File: config.mk
export PLATFORM = sky130hd
export DESIGN_NAME = op_dispatch_sequencer
export DESIGN_NICKNAME = d
export VERILOG_FILES = /design/src/rtl/op_dispatch_sequencer.sv
export SDC_FILE = /design/constraint.sdc
export NUM_CORES = 1
export LEC_CHECK = 0
export ABC_AREA = 0
export CAP_MARGIN = 20
export CORE_MARGIN = 2
export CORE_UTILIZATION = 40
export CTS_CLUSTER_SIZE = 12
export DETAILED_ROUTE_END_ITERATION = 6
export GPL_TIMING_DRIVEN = 1
export HOLD_SLACK_MARGIN = 0.15
export PLACE_DENSITY = 0.74
export REMOVE_ABC_BUFFERS = 1
export SETUP_SLACK_MARGIN = 0.4
export SYNTH_ARGS = -nofsm -noshare
export SYNTH_HDL_FRONTEND = slang
export SYNTH_SLANG_ARGS = --single-unit
File: constraint.sdc
create_clock -name clk -period 2.7 [get_ports clk]
set_clock_uncertainty 0.15 [all_clocks]
set_input_delay 0.405 -clock clk [delete_from_list [all_inputs] [get_ports clk]]
set_output_delay 0.405 -clock clk [all_outputs]
set_load 0.03 [all_outputs]
File: src/rtl/op_dispatch_sequencer.sv
// op_dispatch_sequencer: accepts one decoded op at a time and dispatches it to
//   the linear, circular or dummy motion handler. It then waits for that
//   handler's done and reports completion. It also tracks G90/G91 positioning mode.
// Latency: acceptance -> op_done in 3 cycles minimum (handler rdy already high,
//   done one cycle after trigger); each op holds op_rdy low for at least 3 cycles.
// Backpressure: op_rdy is high only in IDLE. The trigger waits for the selected
//   handler's rdy, and an op stays in flight until that handler's done arrives.
//
// Ports:
//   clk, reset                     system clock, synchronous active-high reset
//   op_cmd/op_valid/op_rdy         op offer handshake (op_cmd latched on accept)
//   sel                            chooser select: 0=dummy 1=linear 2=circular
//   {lin,circ,dummy}_trigger       one-cycle start pulse to the handler
//   {lin,circ,dummy}_rdy           handler idle
//   {lin,circ,dummy}_done          one-cycle completion pulse from the handler
//   abs_mode                       1=absolute (G90), 0=relative (G91)
//   op_done, unknown_cmd           completion pulse, plus an unlisted-command flag
//   timeout                        sticky watchdog flag
//
// Optional build macro OP_TIMEOUT_EN adds the ISSUE/WAIT watchdog (TIMEOUT_CYCLES).
// Without it, timeout is tied low and the dispatcher waits indefinitely.
// Command encodings mirror the Op_PKG OP_CMD_* constants.

module op_dispatch_sequencer #(
  parameter int unsigned CMD_W          = 4,
  parameter int unsigned TIMEOUT_CYCLES = 1000000
) (
  input  logic             clk,
  input  logic             reset,
  input  logic [CMD_W-1:0] op_cmd,
  input  logic             op_valid,
  output logic             op_rdy,
  output logic [1:0]       sel,
  output logic             lin_trigger,
  output logic             circ_trigger,
  output logic             dummy_trigger,
  input  logic             lin_rdy,
  input  logic             circ_rdy,
  input  logic             dummy_rdy,
  input  logic             lin_done,
  input  logic             circ_done,
  input  logic             dummy_done,
  output logic             abs_mode,
  output logic             op_done,
  output logic             unknown_cmd,
  output logic             timeout
);

  localparam logic [3:0] OP_CMD_G00 = 4'h0;
  localparam logic [3:0] OP_CMD_G01 = 4'h1;
  localparam logic [3:0] OP_CMD_G02 = 4'h2;
  localparam logic [3:0] OP_CMD_G03 = 4'h3;
  localparam logic [3:0] OP_CMD_M05 = 4'h4;
  localparam logic [3:0] OP_CMD_G90 = 4'h5;
  localparam logic [3:0] OP_CMD_G91 = 4'h6;

  localparam logic [1:0] SEL_DUMMY = 2'd0;
  localparam logic [1:0] SEL_LIN   = 2'd1;
  localparam logic [1:0] SEL_CIRC  = 2'd2;

  typedef enum logic [1:0] {
    ST_IDLE  = 2'd0,
    ST_ISSUE = 2'd1,
    ST_WAIT  = 2'd2,
    ST_FIN   = 2'd3
  } state_e;

  state_e           state_q, state_d;
  logic [CMD_W-1:0] cmd_q, cmd_d;
  logic [1:0]       sel_q, sel_d;
  logic             abs_mode_q, abs_mode_d;

  logic hnd_rdy;
  logic hnd_done;
  logic fire;
  logic expire;
  logic op_timed_out;

  function automatic logic is_cmd(input logic [CMD_W-1:0] c, input logic [3:0] code);
    return c == CMD_W'(code);
  endfunction

  function automatic logic [1:0] sel_of(input logic [CMD_W-1:0] c);
    if (is_cmd(c, OP_CMD_G00) || is_cmd(c, OP_CMD_G01)) return SEL_LIN;
    if (is_cmd(c, OP_CMD_G02) || is_cmd(c, OP_CMD_G03)) return SEL_CIRC;
    return SEL_DUMMY;
  endfunction

  function automatic logic is_listed(input logic [CMD_W-1:0] c);
    return is_cmd(c, OP_CMD_G00) || is_cmd(c, OP_CMD_G01) ||
           is_cmd(c, OP_CMD_G02) || is_cmd(c, OP_CMD_G03) ||
           is_cmd(c, OP_CMD_M05) || is_cmd(c, OP_CMD_G90) ||
           is_cmd(c, OP_CMD_G91);
  endfunction

  // Only the selected handler's rdy/done are observed, so stray done pulses
  // from the other handlers cannot end the current op.
  always_comb begin
    hnd_rdy  = dummy_rdy;
    hnd_done = dummy_done;
    case (sel_q)
      SEL_LIN: begin
        hnd_rdy  = lin_rdy;
        hnd_done = lin_done;
      end
      SEL_CIRC: begin
        hnd_rdy  = circ_rdy;
        hnd_done = circ_done;
      end
      default: begin
        hnd_rdy  = dummy_rdy;
        hnd_done = dummy_done;
      end
    endcase
  end

`ifdef OP_TIMEOUT_EN
  localparam int unsigned CNT_W = $clog2(TIMEOUT_CYCLES + 1);

  logic [CNT_W-1:0] cnt_q, cnt_d;
  logic             timed_out_q, timed_out_d;  // current op ended by the watchdog
  logic             timeout_q, timeout_d;      // sticky until reset

  // cnt_q is 0 in the first ISSUE cycle, so a count of TIMEOUT_CYCLES-1 marks
  // the TIMEOUT_CYCLES-th cycle spent in ISSUE/WAIT.
  assign expire       = ((state_q == ST_ISSUE) || (state_q == ST_WAIT)) &&
                        (cnt_q == CNT_W'(TIMEOUT_CYCLES - 1));
  assign op_timed_out = timed_out_q;
  assign timeout      = timeout_q;
`else
  assign expire       = 1'b0;
  assign op_timed_out = 1'b0;
  assign timeout      = 1'b0;
`endif

  // The trigger is a Mealy decode on the handler rdy. This lets it fire in the
  // very first ISSUE cycle in which rdy is seen high.
  assign fire          = (state_q == ST_ISSUE) && hnd_rdy && !expire;
  assign lin_trigger   = fire && (sel_q == SEL_LIN);
  assign circ_trigger  = fire && (sel_q == SEL_CIRC);
  assign dummy_trigger = fire && (sel_q == SEL_DUMMY);

  assign op_rdy      = (state_q == ST_IDLE) && !reset;
  assign op_done     = (state_q == ST_FIN);
  assign unknown_cmd = (state_q == ST_FIN) && !is_listed(cmd_q);
  assign sel         = sel_q;
  assign abs_mode    = abs_mode_q;

  always_comb begin
    state_d    = state_q;
    cmd_d      = cmd_q;
    sel_d      = sel_q;
    abs_mode_d = abs_mode_q;
`ifdef OP_TIMEOUT_EN
    cnt_d       = cnt_q;
    timed_out_d = timed_out_q;
    timeout_d   = timeout_q;
`endif
    case (state_q)
      ST_IDLE: begin
        if (op_valid) begin
          cmd_d   = op_cmd;
          sel_d   = sel_of(op_cmd);
          state_d = ST_ISSUE;
`ifdef OP_TIMEOUT_EN
          cnt_d       = '0;
          timed_out_d = 1'b0;
`endif
        end
      end
      ST_ISSUE: begin
        if (expire)       state_d = ST_FIN;
        else if (hnd_rdy) state_d = ST_WAIT;
      end
      // A done coincident with the trigger arrives while still in ISSUE and is
      // therefore never seen here.
      ST_WAIT: begin
        if (expire || hnd_done) state_d = ST_FIN;
      end
      ST_FIN: begin
        state_d = ST_IDLE;
        // The mode register commits on the FIN edge, so the new mode is visible
        // from the cycle after op_done onwards.
        if (!op_timed_out) begin
          if (is_cmd(cmd_q, OP_CMD_G90))      abs_mode_d = 1'b1;
          else if (is_cmd(cmd_q, OP_CMD_G91)) abs_mode_d = 1'b0;
        end
      end
      default: state_d = ST_IDLE;
    endcase
`ifdef OP_TIMEOUT_EN
    if (expire) begin
      timed_out_d = 1'b1;
      timeout_d   = 1'b1;
    end else if ((state_q == ST_ISSUE) || (state_q == ST_WAIT)) begin
      cnt_d = cnt_q + CNT_W'(1);
    end
`endif
  end

  always_ff @(posedge clk) begin
    if (reset) begin
      state_q    <= ST_IDLE;
      cmd_q      <= '0;
      sel_q      <= SEL_DUMMY;
      abs_mode_q <= 1'b1;
`ifdef OP_TIMEOUT_EN
      cnt_q       <= '0;
      timed_out_q <= 1'b0;
      timeout_q   <= 1'b0;
`endif
    end else begin
      state_q    <= state_d;
      cmd_q      <= cmd_d;
      sel_q      <= sel_d;
      abs_mode_q <= abs_mode_d;
`ifdef OP_TIMEOUT_EN
      cnt_q       <= cnt_d;
      timed_out_q <= timed_out_d;
      timeout_q   <= timeout_d;
`endif
    end
  end

endmodule

==> impl_metrics.toml, run 1 <==
[clock_tree]
clockBufferDepth = 2
htree_levels = 1
clock-root-buffer = "clkbuf_4"
tritoncts = "yes"
clock_sinks = 9
cts_buffers = 3
clk_pin_slew_ns = 0.07
postCtsHoldBufs = 0
clk_latency_ns = 0.26

[layout]
layout.nets = 117
final_util_pct = 58.1
syn_to_final_growth_pct = 40.5
drive_gt1_share_pct = 14.7
final_cell_area_um2 = 855
antennaDiodeCount = 0

[timing]
fmax_mhz = 462
finalHoldViolations = 0
hold_slack_ns = 0.329
setup_viol_count_final = 0
finalSetupTns_ns = 0
min_period_over_period_pct = 80.2
finalCriticalPeriod_ns = 2.17
rsz0062_at_grt = "no"
drv_slew = 0
setup_slack_ns = 0.534

[setup_path]
worstPathRequired_ns = 2.14
cp_max_fo = 4
slowest_stage = "dfxtp_2"
startpoint = "sel[0]"
critPathCaptureType = "output pin"
r2r_slack_ns = 0.96
crit_chain = "inv_1 > ha_1 > a22oi_2 > nand2_1 > o211a_1 > and2_1 > buf_2"
critPathArrivalTime_ns = 1.61
cpPeakStageDelay_ns = 0.35
path_class = "flip-flop to output pin"
timing.rr.start = "state_q[0]"
cp-start-kind = "flip-flop"

[drt]
drt_wl_total_um = 1270
vias = 554
drt_first_pass_iters = 3
route.antenna.remaining_nets = 0
drt-wirelength-per-cell_um = 11.4
first_iter_violations = 3
via_per_inst = 4.99
drc = 0

[die]
start_util_pct = 41.3
die_h_um = 43.0
coreArea_mm2 = 0.00147
row_count = 14
ios = 23
die_width_um = 43.0
design.die.area_mm2 = 0.00185

[synth]
synth.avg_cell_area_um2 = 8.56
synth_edf_count = 0
synth-async-reset-ratio_pct = 0
ys_seq_area_share_pct = 29.6
synth_area_um2 = 608
synthTopCellsByCount = "dfxtp_1 (9), ha_1 (8), a21oi_1 (7)"
synth_top_area_cell = "dfxtp_1"
ys_warn_count = 0
synth-seq-cells = 9
yosysMostFrequentCell = "dfxtp_1"
ys_types = 26
synth.area.top_cells = "dfxtp_1 (30%), ha_1 (16%), a21oi_1 (5.8%)"
ys.flop_type = "dfxtp_1"
netlist_instances = 71
synth_top_area_share_pct = 29.6

[worst_hold_path]
worstHoldStart = "cmd_q[3]"
hp-class = "flip-flop to flip-flop"

[power_and_ir_drop]
seqPwrFrac_pct = 32.5
max-vdd-ir-drop_v = 0.000379
p_sw_share_pct = 40.7
clkPwrFrac_pct = 18.1
p_comb_share_pct = 49.5
p_leak_nw = 0.354
p_switching_uw = 234
p_int_uw = 341
power_density_mw_per_mm2 = 673

[placement]
place_ws_ns = 0.163
hpwl_um = 1050
io_buffer_count = 21
gp_congestion = 0.769
place_area_um2 = 835

[grt]
overflow = 0
antenna_found_initial = 0
grt_max_degree = 12
track_usage_pct = 16.2
grt_pass1_vias = 544
grt_pass1_wl_um = 2240

[flow_run]
cap_viol_max_count = 0

[status]
status = "completed"
[worst max-delay path: cells and delay by family (launching register included)]
kind | cells | cell delay [ns]
AOI/OAI and AO/OA | 2 | 0.30
adders and majority gates | 1 | 0.24
buffers and inverters | 2 | 0.23
DFF | 1 | 0.35
and+or+nand+nor | 2 | 0.22
[registers in the layout, summed over array words and instances, names as in the netlist]
signal and count:
sel 2, abs_mode 1, state_q 2, cmd_q 4
[power groups by stage]
stage	clock network [mW]	logic [mW]	registers [mW]
floorplan	0	0.208	0.185
global placement	0	0.289	0.187
detailed placement	0	0.294	0.189
CTS	0.108	0.288	0.186
global route	0.116	0.317	0.191
finish	0.104	0.284	0.187
[layout by cell type (no fill, tap or decap), drive strengths merged, types with 2 or more instances in the layout]
cell,synthesis,layout
dlygate4sd2,0,2
mux2i,2,2
and2,3,3
nand3,5,5
nand2b,5,5
nor2,2,2
clkbuf,1,3
clkdlybuf4s50,0,16
buf,1,4
dfxtp,9,9
a21oi,7,7
a22oi,3,3
ha,8,8
nand2,6,6
inv,6,6
[area by class of cell]
cell class                      count  area, µm²
Clock buffer                        3       22.5
Clock inverter                      1       5.00
Fill cell                         153        617
Inverter                            6       22.5
Multi-Input combinational cell     54        402
Sequential cell                     9        183
Tap cell                           16       20.0
Timing Repair Buffer               22        200
[metrics by stage]
step	cells	power [mW]
after floorplan	69	0.393
after global placement	107	0.476
after detailed placement	107	0.483
after CTS	111	0.582
after global routing	111	0.623
final	111	0.575
[cell families (layout without fill, tap and decap cells)]
kind of cell / Yosys count / count (layout) / synth area share (%)
AOI/OAI and AO/OA: 17 / 17 / 22.0
other: 1 / 1 / 0.617
and+or+nand+nor: 26 / 26 / 22.4
DFF: 9 / 9 / 29.6
muxes: 2 / 2 / 3.29
adders and majority gates: 8 / 8 / 16.5
buffers and inverters: 8 / 32 / 5.56
[per-layer routing]
metal  part of all wire [%]  wire, µm  vias up  track usage, %
met5                      0         0        -               0
met4                   0.95        12        0            5.45
met3                    3.2        41        2            6.38
met2                     49       625       10            27.3
met1                     46       587      246            18.7
li1                       -         -      296               -
[path summary, 6_finish.rpt]
kind,endpoint,depth (start not counted)
hold / removal,cmd_q[3],2
hold reg to reg,cmd_q[3],2
setup / recovery,lin_trigger,7
setup reg to reg,state_q[1],5
[timing repair]
item	4_1_cts	5_1_grt
endpoints found under the setup margin	5	3
gates cloned	0	0
resized for setup	16	4
setup buffers	0	0
Note: power is estimated with default switching activity, not from simulation.
==> run 2: changes to the inputs <==
Settings changed: CORE_UTILIZATION 40 to 38, PLACE_DENSITY 0.74 to 0.73.
Clock period 2.7 ns to 1.8 ns, I/O delays scaled along.
==> run 2 against run 1 <==
Effect of this change:
- the run now ends with setup timing left
- flip-flop and latch count is the same
- sequential power grew 72%
- sequential share of layout area shrank 6.0 points
- critical endpoint is now dummy_trigger
- largest power group unchanged
- die area grew 4.8%
- cell count grew 17%
- non-clock buffer count grew 19
- global-route usage grew 7.0 points
==> impl_metrics.toml, run 2 (same netlist as run 1, synthesis figures left out) <==
[status]
status = "complete, but fails checks"
violations = "setup timing"

[timing]
setup_slack_ns = -0.196
hold_slack_ns = 0.342
drv_slew = 0
fmax_mhz = 501
rsz0062_at_grt = "yes"
min_period_over_period_pct = 111
finalHoldViolations = 0
setup_viol_count_final = 3
finalCriticalPeriod_ns = 2.00
finalSetupTns_ns = -0.583

[worst_hold_path]
hp-class = "flip-flop to flip-flop"
worstHoldStart = "cmd_q[3]"

[layout]
multiInputGateArea_um2 = 597
drive_gt1_share_pct = 61.4
largest_reg_flops = 4
layout.nets = 136
antennaDiodeCount = 0
final_util_pct = 84.2
top_register = "cmd_q"
layout.cells.most_common_list = "buf_6 (16), clkdlybuf4s50_1 (11), buf_4 (11)"
n_fill_cell = 65
final-seq-area_um2 = 195
syn_to_final_growth_pct = 109
instances_no_fill = 130
final_common_cell = "buf_6"
final_cell_area_mm2 = 0.00127

[grt]
antenna_found_initial = 0
grt_pass1_wl_um = 3110
overflow = 0
track_usage_pct = 23.2
grt_pass1_vias = 669
grt_max_degree = 12

[clock_tree]
clock_sinks = 9
tritoncts = "yes"
htree_levels = 1
clock-root-buffer = "clkbuf_4"
clockBufferDepth = 2
clk_latency_ns = 0.28
clk_pin_slew_ns = 0.07
cts_buffers = 3

[setup_path]
cp_max_fo = 3
cp-start-kind = "flip-flop"
r2r_slack_ns = 0.11
worstPathRequired_ns = 1.38
timing.rr.start = "sel[0]"
path_class = "flip-flop to output pin"
startpoint = "sel[1]"
critPathCaptureType = "output pin"
critPathArrivalTime_ns = 1.58

[drt]
first_iter_violations = 11
drt_wl_total_um = 2540
route.antenna.remaining_nets = 0
via_per_inst = 5.60
drc = 0
drt_first_pass_iters = 4
drt-wirelength-per-cell_um = 19.6
vias = 728

[placement]
place_area_um2 = 875
gp_congestion = 0.768
place_ws_ns = -0.0390
hpwl_um = 1150
io_buffer_count = 21
dp.cells = 114

[power_and_ir_drop]
p_sw_share_pct = 41.5
clkPwrFrac_pct = 11.7
seqPwrFrac_pct = 22.1
p_comb_share_pct = 66.2
p_leak_nw = 0.509
max-vdd-ir-drop_v = 0.000757
p_int_uw = 849
p_switching_uw = 602
p_total_mw = 1.45
power_density_mw_per_mm2 = 1140

[die]
die_h_um = 44
ios = 23
row_count = 14
die_width_um = 44
coreArea_mm2 = 0.00151
design.die.area_mm2 = 0.00194
start_util_pct = 40.4

[flow_run]
cap_viol_max_count = 0
[run 2: changes by cell type in the layout (fill, tap and decap cells not counted), sizes merged]
cell           previous run  this run
buf                       4        28
dlygate4sd2               2         0
clkbuf                    3         5
dlymetal6s2s              0         1
clkinv                    1         0
clkdlybuf4s50            16        11
[run 2: per-layer routing]
metal	up-vias	wire length [µm]	global-route usage (%)
met5	-	0	0
met4	0	89	9.09
met3	11	98	8.75
met2	22	1430	44.7
met1	361	923	21.5
li1	334	-	-
[run 2: worst paths after layout]
check / to / cells past startpoint
hold reg to reg: cmd_q[3] / 2
hold / removal: cmd_q[3] / 2
setup / recovery: dummy_trigger / 7
setup reg to reg: state_q[0] / 6
[run 2: power by group through the flow]
| stage | Combinational (mW) | Sequential (mW) | Clock (mW) |
|---|---|---|---|
| floorplan | 0.312 | 0.277 | 0 |
| global placement | 0.474 | 0.280 | 0 |
| detailed placement | 0.480 | 0.283 | 0 |
| CTS | 0.697 | 0.309 | 0.167 |
| global route | 1.01 | 0.327 | 0.182 |
| finish | 0.960 | 0.321 | 0.170 |
[run 2: layout make-up]
cell class | instances | share of cell area (%)
multi-input combinational | 54 | 47.0
timing repair buffer | 41 | 31.4
sequential | 9 | 15.4
inverter | 6 | 2.56
clock buffer | 4 | 2.07
tap | 16 | 1.58
[run 2: timing repair]
| item | CTS | global route |
|---|---|---|
| pin swaps | 12 | 14 |
| buffers inserted | 7 | 5 |
| setup endpoints to repair | 18 | 16 |
| resized for setup | 63 | 36 |
| hold buffers | 0 | 0 |
| hold endpoints to repair | 0 | 0 |
[run 2: critical path: stages (launching register included)]
cell     delay (ns)
dfxtp_4        0.38
inv_4          0.05
ha_4           0.17
a22oi_2        0.19
nand2_1        0.08
o211a_1        0.14
and2_4         0.15
buf_6          0.13
==> run 3: changes to the inputs <==
Settings changed: CORE_UTILIZATION 38 to 40, CTS_BUF_LIST from default to sky130_fd_sc_hd__clkbuf_4 sky130_fd_sc_hd__clkbuf_8, PLACE_DENSITY 0.73 to 0.77.
==> run 3 against run 2 <==
Effect of this change:
- sequential share of layout area about the same
- non-clock buffer count increased by 2
- worst hold slack lost 0.0034 ns
- first-iteration DRC count grew to 2.6 times the previous value
- critical path type unchanged
- worst setup slack better by 0.039 ns
- largest power group unchanged
- critical path depth did not move
- the flow still finishes with violations (setup timing)
==> impl_metrics.toml, run 3 (same netlist as run 1, synthesis figures left out) <==
[layout]
final_cell_area_mm2 = 0.00127
layout.cells.most_common_list = "buf_6 (17), clkdlybuf4s50_1 (12), buf_4 (11)"
top_register = "cmd_q"
drive_gt1_share_pct = 61.2
n_fill_cell = 74
final_common_cell = "buf_6"
layout.nets = 138
antennaDiodeCount = 0
multiInputGateArea_um2 = 568
syn_to_final_growth_pct = 109
final-seq-area_um2 = 195
largest_reg_flops = 4
instances_no_fill = 132

[power_and_ir_drop]
max-vdd-ir-drop_v = 0.000784
p_int_uw = 910
clkPwrFrac_pct = 11.2
power_density_mw_per_mm2 = 1160
p_leak_nw = 0.518
p_sw_share_pct = 38.3
p_switching_uw = 566
seqPwrFrac_pct = 20.9
p_comb_share_pct = 67.9
p_total_mw = 1.48

[placement]
dp.cells = 112
hpwl_um = 1100
gp_congestion = 0.727
io_buffer_count = 21
place_area_um2 = 860

[clock_tree]
clock-root-buffer = "clkbuf_4"
tritoncts = "yes"
postCtsHoldBufs = 0
clockBufferDepth = 2
clock_sinks = 9
clk_pin_slew_ns = 0.06
clk_latency_ns = 0.25
cts_buffers = 3
htree_levels = 1

[drt]
vias = 725
via_per_inst = 5.49
route.antenna.remaining_nets = 0
drt_first_pass_iters = 4
drt_wl_total_um = 2340
drc = 0
first_iter_violations = 29
drt-wirelength-per-cell_um = 17.7

[die]
ios = 23
die_width_um = 43.0
die_h_um = 43.0
row_count = 14
design.die.area_mm2 = 0.00185
coreArea_mm2 = 0.00147
start_util_pct = 41.3

[status]
violations = "setup timing"
status = "complete, but fails checks"

[grt]
grt_pass1_vias = 674
track_usage_pct = 20.7
overflow = 0
grt_pass1_wl_um = 2840
antenna_found_initial = 0
grt_max_degree = 12

[timing]
setup_slack_ns = -0.157
fmax_mhz = 511
finalHoldViolations = 0
min_period_over_period_pct = 109
setup_viol_count_final = 3
drv_slew = 0
rsz0062_at_grt = "yes"
finalCriticalPeriod_ns = 1.96

[flow_run]
cap_viol_max_count = 0

[setup_path]
cp-start-kind = "flip-flop"
critPathArrivalTime_ns = 1.54
worstPathRequired_ns = 1.38
cp_max_fo = 3
critPathCaptureType = "output pin"
path_class = "flip-flop to output pin"

[worst_hold_path]
hp-class = "flip-flop to flip-flop"
## run 3: cell count changes in the layout (fill, tap and decap cells not counted), sizes merged
cell / change
clkdlybuf4s15: +2
dlymetal6s2s: -1
clkdlybuf4s50: +1
## run 3: critical path, cell delays in order, from the launching register on
cell and delay [ns]:
dfxtp_4 0.38, inv_4 0.05, ha_4 0.16, a22oi_2 0.18, nand2_1 0.09, o211a_1 0.15, and2_4 0.15, buf_6 0.13
## run 3: final cells by class
| type | count | area share (%) |
|---|---|---|
| Multi-Input combinational cell | 54 | 44.7 |
| Sequential cell | 9 | 15.4 |
| Inverter | 6 | 2.56 |
| Clock buffer | 4 | 2.36 |
| Timing Repair Buffer | 43 | 33.4 |
| Tap cell | 16 | 1.58 |
## run 3: power by group through the flow
stage               sequential, mW  combinational [mW]  clock, mW
floorplan                    0.277               0.312          0
global placement             0.280               0.456          0
detailed placement           0.283               0.468          0
CTS                          0.286               0.725      0.172
global route                 0.315                1.05      0.179
finish                       0.309                1.00      0.166
## run 3: final timing paths
check / cells past startpoint / from / slack, ns / to
setup / recovery: 7 / sel[0] / -0.16 / circ_trigger
hold / removal: 2 / cmd_q[3] / 0.34 / cmd_q[3]
setup reg to reg: 5 / sel[1] / 0.03 / state_q[1]
hold reg to reg: 2 / cmd_q[3] / 0.34 / cmd_q[3]
## run 3: repair_timing
| action | CTS | global route |
|---|---|---|
| pin swaps | 9 | 14 |
| endpoints found under the setup margin | 18 | 15 |
| buffers inserted | 9 | 7 |
| gates resized for setup | 56 | 31 |
## run 3: layer usage
metal	vias to the layer above	track usage (%)	routed length, µm
met3	12	6.38	136
li1	339	-	-
met1	338	22.2	901
met4	0	1.82	99
met2	36	40.6	1200
met5	-	0	0
## run 3: through the flow
step           TNS [ns]  hold slack, ns  worst slack, ns  utilization (%)
4_1_cts          -0.389           0.335           -0.131             74.0
2_1_floorplan    -0.787           0.189           -0.133                -
5_1_grt          -0.763           0.368           -0.228             86.3
3_5_place_dp     -0.199           0.322          -0.0468             58.4
6_report         -0.461           0.339           -0.157             86.3
3_3_place_gp    -0.0424           0.314          -0.0103             58.4
